## src/rtl/countdown_pkg.sv

```systemverilog
// Shared types and constants for the countdown timer sequencing controller.
package countdown_pkg;

  localparam int STATE_W = 3;
  localparam logic [3:0] BCD_ZERO = 4'd0;

  typedef enum logic [STATE_W-1:0] {
    ST_IDLE    = 3'd0,
    ST_LOAD    = 3'd1,
    ST_RUN     = 3'd2,
    ST_PAUSE   = 3'd3,
    ST_EXPIRED = 3'd4
  } state_e;

  function automatic logic bcd_is_zero(input logic [3:0] hi, input logic [3:0] lo);
    return (hi == BCD_ZERO) && (lo == BCD_ZERO);
  endfunction

endpackage

```

## src/rtl/countdown_controller_if.sv

```systemverilog
// Button, digit and strobe bundle between the controller and its neighbours.
// Buttons are single-cycle pulses; strobes are single-cycle registered pulses.
interface countdown_controller_if;
  import countdown_pkg::*;

  logic               start_btn;
  logic               pause_btn;
  logic               load_btn;
  logic               clear_btn;
  logic [3:0]         digit_lo;
  logic [3:0]         digit_hi;
  logic               timer_decrement_1sec;
  logic               reconfig_button;
  logic               timer_reset;
  logic               running;
  logic               expired;
  logic [STATE_W-1:0] state;

  modport master (
    output start_btn, pause_btn, load_btn, clear_btn, digit_lo, digit_hi,
    input  timer_decrement_1sec, reconfig_button, timer_reset, running, expired, state
  );

  modport slave (
    input  start_btn, pause_btn, load_btn, clear_btn, digit_lo, digit_hi,
    output timer_decrement_1sec, reconfig_button, timer_reset, running, expired, state
  );

endinterface

```

## src/rtl/countdown_controller_tick_prescaler.sv

```systemverilog
// Divides clk down to one wrap pulse every TICK_DIV enabled cycles.
// The count holds while disabled so a paused partial second is preserved.
module tick_prescaler #(
  parameter int TICK_DIV = 50_000_000
) (
  input  logic clk,
  input  logic rst,
  input  logic enable,
  input  logic clear,
  output logic tick
);

  localparam int W = $clog2(TICK_DIV);
  localparam logic [W-1:0] LAST = W'(TICK_DIV - 1);

  logic [W-1:0] cnt_q, cnt_d;
  logic         wrap;

  assign wrap = (cnt_q == LAST);
  assign tick = enable && !clear && wrap;

  always_comb begin
    cnt_d = cnt_q;
    if (clear) begin
      cnt_d = '0;
    end else if (enable) begin
      cnt_d = wrap ? '0 : cnt_q + W'(1);
    end
  end

  always_ff @(posedge clk or posedge rst) begin
    if (rst) begin
      cnt_q <= '0;
    end else begin
      cnt_q <= cnt_d;
    end
  end

endmodule

```

## src/rtl/countdown_controller.sv

```systemverilog
// Countdown sequencing FSM: button priority, tick generation, expiry detection.
// Define CNTDN_AUTO_RELOAD_EN to reload and restart automatically on expiry.
module countdown_controller
  import countdown_pkg::*;
#(
  parameter int TICK_DIV = 50_000_000
) (
  input  logic                   clk,
  input  logic                   rst,
  countdown_controller_if.slave  bus
);

  state_e state_q, state_d;
  logic   tick_q, tick_d;
  logic   reconfig_q, reconfig_d;
  logic   treset_q, treset_d;
  logic   running_q, expired_q;
  logic   zero;
  logic   pre_en, pre_clr, pre_tick;
  logic   clr_sel, load_sel, pause_sel, start_sel;
`ifdef CNTDN_AUTO_RELOAD_EN
  logic   auto_q, auto_d;
`endif

  assign zero = bcd_is_zero(bus.digit_hi, bus.digit_lo);

  // Only the highest-priority pulse in a cycle is ever acted on.
  assign clr_sel   = bus.clear_btn;
  assign load_sel  = bus.load_btn  && !bus.clear_btn;
  assign pause_sel = bus.pause_btn && !bus.load_btn && !bus.clear_btn;
  assign start_sel = bus.start_btn && !bus.pause_btn && !bus.load_btn && !bus.clear_btn;

  always_comb begin
    state_d = state_q;
`ifdef CNTDN_AUTO_RELOAD_EN
    auto_d  = auto_q;
`endif
    if (clr_sel) begin
      state_d = ST_IDLE;
`ifdef CNTDN_AUTO_RELOAD_EN
      auto_d  = 1'b0;
`endif
    end else begin
      case (state_q)
        ST_IDLE: begin
          if (load_sel)               state_d = ST_LOAD;
          else if (start_sel && !zero) state_d = ST_RUN;
        end
        ST_LOAD: begin
`ifdef CNTDN_AUTO_RELOAD_EN
          state_d = auto_q ? ST_RUN : ST_IDLE;
          auto_d  = 1'b0;
`else
          state_d = ST_IDLE;
`endif
        end
        ST_RUN: begin
          // Digits are stale while the decrement strobe is on the wire.
          if (pause_sel)              state_d = ST_PAUSE;
          else if (zero && !tick_q)   state_d = ST_EXPIRED;
        end
        ST_PAUSE: begin
          if (load_sel)               state_d = ST_LOAD;
          else if (start_sel && !zero) state_d = ST_RUN;
        end
        ST_EXPIRED: begin
`ifdef CNTDN_AUTO_RELOAD_EN
          state_d = ST_LOAD;
          auto_d  = !load_sel;
`else
          if (load_sel)               state_d = ST_LOAD;
`endif
        end
        default: state_d = ST_IDLE;
      endcase
    end
  end

  // Counting follows the next state so the first tick lands TICK_DIV cycles after start.
  assign pre_en  = (state_d == ST_RUN);
  assign pre_clr = !((state_d == ST_RUN) || (state_d == ST_PAUSE));

  tick_prescaler #(
    .TICK_DIV (TICK_DIV)
  ) u_prescaler (
    .clk    (clk),
    .rst    (rst),
    .enable (pre_en),
    .clear  (pre_clr),
    .tick   (pre_tick)
  );

  assign tick_d     = pre_tick && !zero;
  assign reconfig_d = (state_d == ST_LOAD);
  assign treset_d   = clr_sel;

  always_ff @(posedge clk or posedge rst) begin
    if (rst) begin
      state_q    <= ST_IDLE;
      tick_q     <= 1'b0;
      reconfig_q <= 1'b0;
      treset_q   <= 1'b0;
      running_q  <= 1'b0;
      expired_q  <= 1'b0;
    end else begin
      state_q    <= state_d;
      tick_q     <= tick_d;
      reconfig_q <= reconfig_d;
      treset_q   <= treset_d;
      running_q  <= (state_d == ST_RUN);
      expired_q  <= (state_d == ST_EXPIRED);
    end
  end

`ifdef CNTDN_AUTO_RELOAD_EN
  always_ff @(posedge clk or posedge rst) begin
    if (rst) begin
      auto_q <= 1'b0;
    end else begin
      auto_q <= auto_d;
    end
  end
`endif

  assign bus.timer_decrement_1sec = tick_q;
  assign bus.reconfig_button      = reconfig_q;
  assign bus.timer_reset          = treset_q;
  assign bus.running              = running_q;
  assign bus.expired              = expired_q;
  assign bus.state                = state_q;

endmodule

```

## src/flat_wrapper.sv

```systemverilog
// flat-port wrapper written by rule: the top's interface ports become plain ports
module countdown_controller_flat import countdown_pkg::*;
#(
  parameter int TICK_DIV = 50_000_000
)
  (clk, rst, bus_start_btn, bus_pause_btn, bus_load_btn, bus_clear_btn, bus_digit_lo, bus_digit_hi, bus_timer_decrement_1sec, bus_reconfig_button, bus_timer_reset, bus_running, bus_expired, bus_state);
  countdown_controller_if bus_i ();
  input  logic clk;
  input  logic rst;
  input wire logic [$bits(bus_i.start_btn)-1:0] bus_start_btn;
  input wire logic [$bits(bus_i.pause_btn)-1:0] bus_pause_btn;
  input wire logic [$bits(bus_i.load_btn)-1:0] bus_load_btn;
  input wire logic [$bits(bus_i.clear_btn)-1:0] bus_clear_btn;
  input wire logic [$bits(bus_i.digit_lo)-1:0] bus_digit_lo;
  input wire logic [$bits(bus_i.digit_hi)-1:0] bus_digit_hi;
  output wire logic [$bits(bus_i.timer_decrement_1sec)-1:0] bus_timer_decrement_1sec;
  output wire logic [$bits(bus_i.reconfig_button)-1:0] bus_reconfig_button;
  output wire logic [$bits(bus_i.timer_reset)-1:0] bus_timer_reset;
  output wire logic [$bits(bus_i.running)-1:0] bus_running;
  output wire logic [$bits(bus_i.expired)-1:0] bus_expired;
  output wire logic [$bits(bus_i.state)-1:0] bus_state;
  assign bus_i.start_btn = bus_start_btn;
  assign bus_i.pause_btn = bus_pause_btn;
  assign bus_i.load_btn = bus_load_btn;
  assign bus_i.clear_btn = bus_clear_btn;
  assign bus_i.digit_lo = bus_digit_lo;
  assign bus_i.digit_hi = bus_digit_hi;
  assign bus_timer_decrement_1sec = bus_i.timer_decrement_1sec;
  assign bus_reconfig_button = bus_i.reconfig_button;
  assign bus_timer_reset = bus_i.timer_reset;
  assign bus_running = bus_i.running;
  assign bus_expired = bus_i.expired;
  assign bus_state = bus_i.state;
  countdown_controller #(.TICK_DIV(TICK_DIV)) u_core (.clk(clk), .rst(rst), .bus(bus_i));
endmodule
```

## config.mk

```make
export PLATFORM = sky130hd
export DESIGN_NAME = countdown_controller_flat
export DESIGN_NICKNAME = d
export VERILOG_FILES = /design/src/rtl/countdown_pkg.sv /design/src/rtl/countdown_controller_if.sv /design/src/rtl/countdown_controller_tick_prescaler.sv /design/src/rtl/countdown_controller.sv /design/src/flat_wrapper.sv
export SDC_FILE = /design/constraint.sdc
export NUM_CORES = 1
export LEC_CHECK = 0
export CAP_MARGIN = 40
export CORE_MARGIN = 2
export CORE_UTILIZATION = 25
export DETAILED_ROUTE_END_ITERATION = 16
export PLACE_DENSITY = 0.53
export SYNTH_ARGS = -nofsm -noshare
export SYNTH_HDL_FRONTEND = slang
export SYNTH_SLANG_ARGS = --single-unit
```

## constraint.sdc

```tcl
create_clock -name clk -period 2.3 [get_ports clk]
set_input_delay 0.46 -clock clk [delete_from_list [all_inputs] [get_ports clk]]
set_output_delay 0.46 -clock clk [all_outputs]
set_load 0.1 [all_outputs]
```

==> run summary <==
Most frequent cells in the layout: buf_4, dfrtp_1, nand2_1
Drt pass-1 iters: 4
Setup crit start kind: primary input
Main flop type after synthesis: dfrtp_1
Register area share after synthesis: 36.4%
Synth Register Bits: 34
Total CTS buffers: 5
Hold Crit Endpoint: u_core.u_prescaler.cnt_q[14]
Die H: 101 um
Most common cell after layout, fill and taps aside: buf_4
Met2 WL: 3480 um
Top layer in use: met4
R2R cell count: 5
Final Max Slew Viols: 0
Fmax: 449 MHz
Final Non-Filler Cells: 422
Initial antenna violation count: 0
Synth Net Count: 267
PwrDens: 397 nW/um2
Reg2Reg Setup Slack: 70 ps
Min Tclk post-route: 2230 ps
Slowest stage delay, CP: 480 ps
RR Startpoint: u_core.u_prescaler.cnt_q[2]
Crit path buffers/inverters: 3
Final Setup Violations: 0
Ratio of cells with drive above 1 in the final layout: 34.4%
Routed length per instance: 17.0 um
CTS Sinks: 34
Tightest Pin Transition: 558 ps
Syn Std Cell Area: 2340 um2
First-pass GRT wire length: 11,400 um
Worst Setup End Kind: flop
Vias in the first global route: 2,178
GPL Wtd Cong: 0.902
Area growth, synth to finish: 42.2%
Drt drc: 0
H-tree depth: 2
Leading area contributor after synthesis: dfrtp_1
Initial core utilization: 25.6%
HPWL Detailed: 4800 um
Drt total wl: 7180 um
Worst Hold Class: reg2reg
Core ar.: 9150 um2
I/O Pins: 22
Final Cycle Share: 96.9%
Run status: complete, no violations
DIE AREA: 10,100 um2
Placed insts: 406
TritonCTS clock tree: yes
Worst Path Max Fanout: 6
Antenna Nets Post-Route: 0
GR Util All Layers: 13.9%
Critical path class: in2reg
Max Cap Violations: 0
Hold Path Origin: u_core.u_prescaler.cnt_q[14]
Net count, final: 325
Die boundary width: 101 um
Pin count of the biggest net entering global routing: 35
Mean post-synth cell area: 9.28 um2
CP max stage cell: or4_4
Routed via count: 2,362
Grt ovf: 0
Port Buffer Count: 21
LEAKAGE: 0.00125 uW
DRT met1 WL: 3320 um
Routed wl met3: 345 um
CTS root buffer: clkbuf_8
Clk_lat worst skew: 280 ps
Share of the synthesized area in the top cell type: 36.4%
Synth cell types: 63
Ys async rst share: 100%
Worst EP required: 2460 ps
Cell Chain, Critical Path: clkdlybuf4s50_1 -> or4_4 -> o41ai_4 -> o211ai_4 -> buf_12 -> buf_12 -> o2111ai_4 -> o31ai_2
Routed vias/inst: 5.60
Number of enable flip-flop cells after synthesis: 0
Synth Warn #: 0
Most common cell on crit path: buf_12
Initial drt markers: 184
ANT cells: 0
Worst reg2reg path endpoint: u_core.u_prescaler.cnt_q[21]
Cts hold-fix bufs: 0
Final Hold Viols: 0
Clk pin slew, worst setup/hold paths: 80 ps
Rel. slew slack: 62.5%
Largest cells by area after synthesis: dfrtp_1, o2111ai_1, nor4_1
Mapped Cells: 252
Hold path depth: 1
Arrival time worst endpoint: 2390 ps
CTS max path bufs: 2
Core Rows: 35
Delay-heaviest family, CP: compound AO/OA/AOI/OAI gates
Peak VDD IR: 0.201 mV
Core Util, Final: 36.3%
Clock Skews: 5.62 ps
-- stage by stage --
| step | setup slack [ps] | setup TNS [ps] | hold WS [ps] | instance area, um2 | total power (uW) |
|---|---|---|---|---|---|
| after detailed placement | -490 | -11420 | 504 | 2890 | 812 |
| after CTS | -22.0 | -24.0 | 518 | 3030 | 1300 |
| after global routing | -24.4 | -26.4 | 550 | 3320 | 1370 |
| after floorplan | -2.39 | -2.39 | 465 | 2350 | 724 |
| after global placement | -386 | -9570 | 498 | 2890 | 811 |
| final | 71.0 | 0 | 549 | 3320 | 1320 |
-- kinds of logic (layout without fill, tap and decap cells) --
group / count (synthesis) / after routing / share of synthesized area [%]
xor+xnor: 1 / 1 / 0.375
fa+ha+maj: 1 / 1 / 0.535
simple gates: 109 / 110 / 29.4
mux: 2 / 2 / 0.856
buf+inv: 31 / 89 / 7.12
flops: 34 / 34 / 36.4
compound gates: 74 / 74 / 25.3
-- flip-flops by register name, indices dropped and copies added, names as in the netlist --
name and cells:
u_core.u_prescaler.cnt_q 26, u_core.bus.state 3, u_core.bus.expired 1, u_core.bus.reconfig_button 1, u_core.bus.running 1, u_core.bus.timer_decrement_1sec 1
u_core.bus.timer_reset 1
-- layer usage --
metal | vias to the layer above | global-route usage (%)
met1 | 1170 | 18.7
met4 | 0 | 2.53
met2 | 53 | 23.5
met5 | - | 0
met3 | 4 | 2.43
li1 | 1135 | -
-- area by class of cell --
| type | instances | area (um2) |
|---|---|---|
| clock buffers | 7 | 86.3 |
| clock inverters | 1 | 5.00 |
| fillers | 920 | 5830 |
| inverters | 15 | 56.3 |
| multi-input cells | 188 | 1530 |
| flip-flops and latches | 34 | 860 |
| well taps | 111 | 139 |
| repair buffers | 66 | 648 |
-- Yosys cell counts, types with 3 or more instances --
master / count
buf_6: 3
o31ai_1: 6
o21ai_1: 4
a21oi_1: 9
or4_1: 7
nor4_1: 14
a31oi_1: 6
nand4_1: 9
nor3_1: 4
o2111ai_1: 16
buf_2: 6
inv_1: 15
clkbuf_1: 4
nor2_1: 10
dfrtp_1: 34
and2_1: 3
o21ai_0: 8
o311a_1: 3
nand2_1: 18
nor3b_1: 3
nand3_1: 16
-- report_power, final --
part	internal, uW	switching (uW)	total, uW
Clock	242	231	473
Combinational	100	140	240
Sequential	602	4.13	606
Total	944	375	1320
-- timing repair --
action                     4_1_cts  5_1_grt
setup endpoints to repair       28       28
gates cloned                     0        4
pin swaps                        3       11
resized for setup                7       38
setup buffers                    2        2
-- how the worst max path moves through the flow --
stage | startpoint | endpoint | slack [ps] | cells past startpoint
after floorplan | u_core.bus.state[1] | u_core.u_prescaler.cnt_q[11] | -2 | 8
after global placement | bus_digit_hi[1] | u_core.u_prescaler.cnt_q[21] | -390 | 7
after detailed placement | bus_digit_hi[1] | u_core.u_prescaler.cnt_q[21] | -490 | 7
after CTS | bus_digit_hi[2] | u_core.u_prescaler.cnt_q[21] | -20 | 7
after global routing | u_core.u_prescaler.cnt_q[1] | u_core.u_prescaler.cnt_q[16] | -20 | 7
final | bus_digit_lo[0] | u_core.u_prescaler.cnt_q[7] | 70 | 8
No activity file was read; power rests on OpenSTA's default activity.
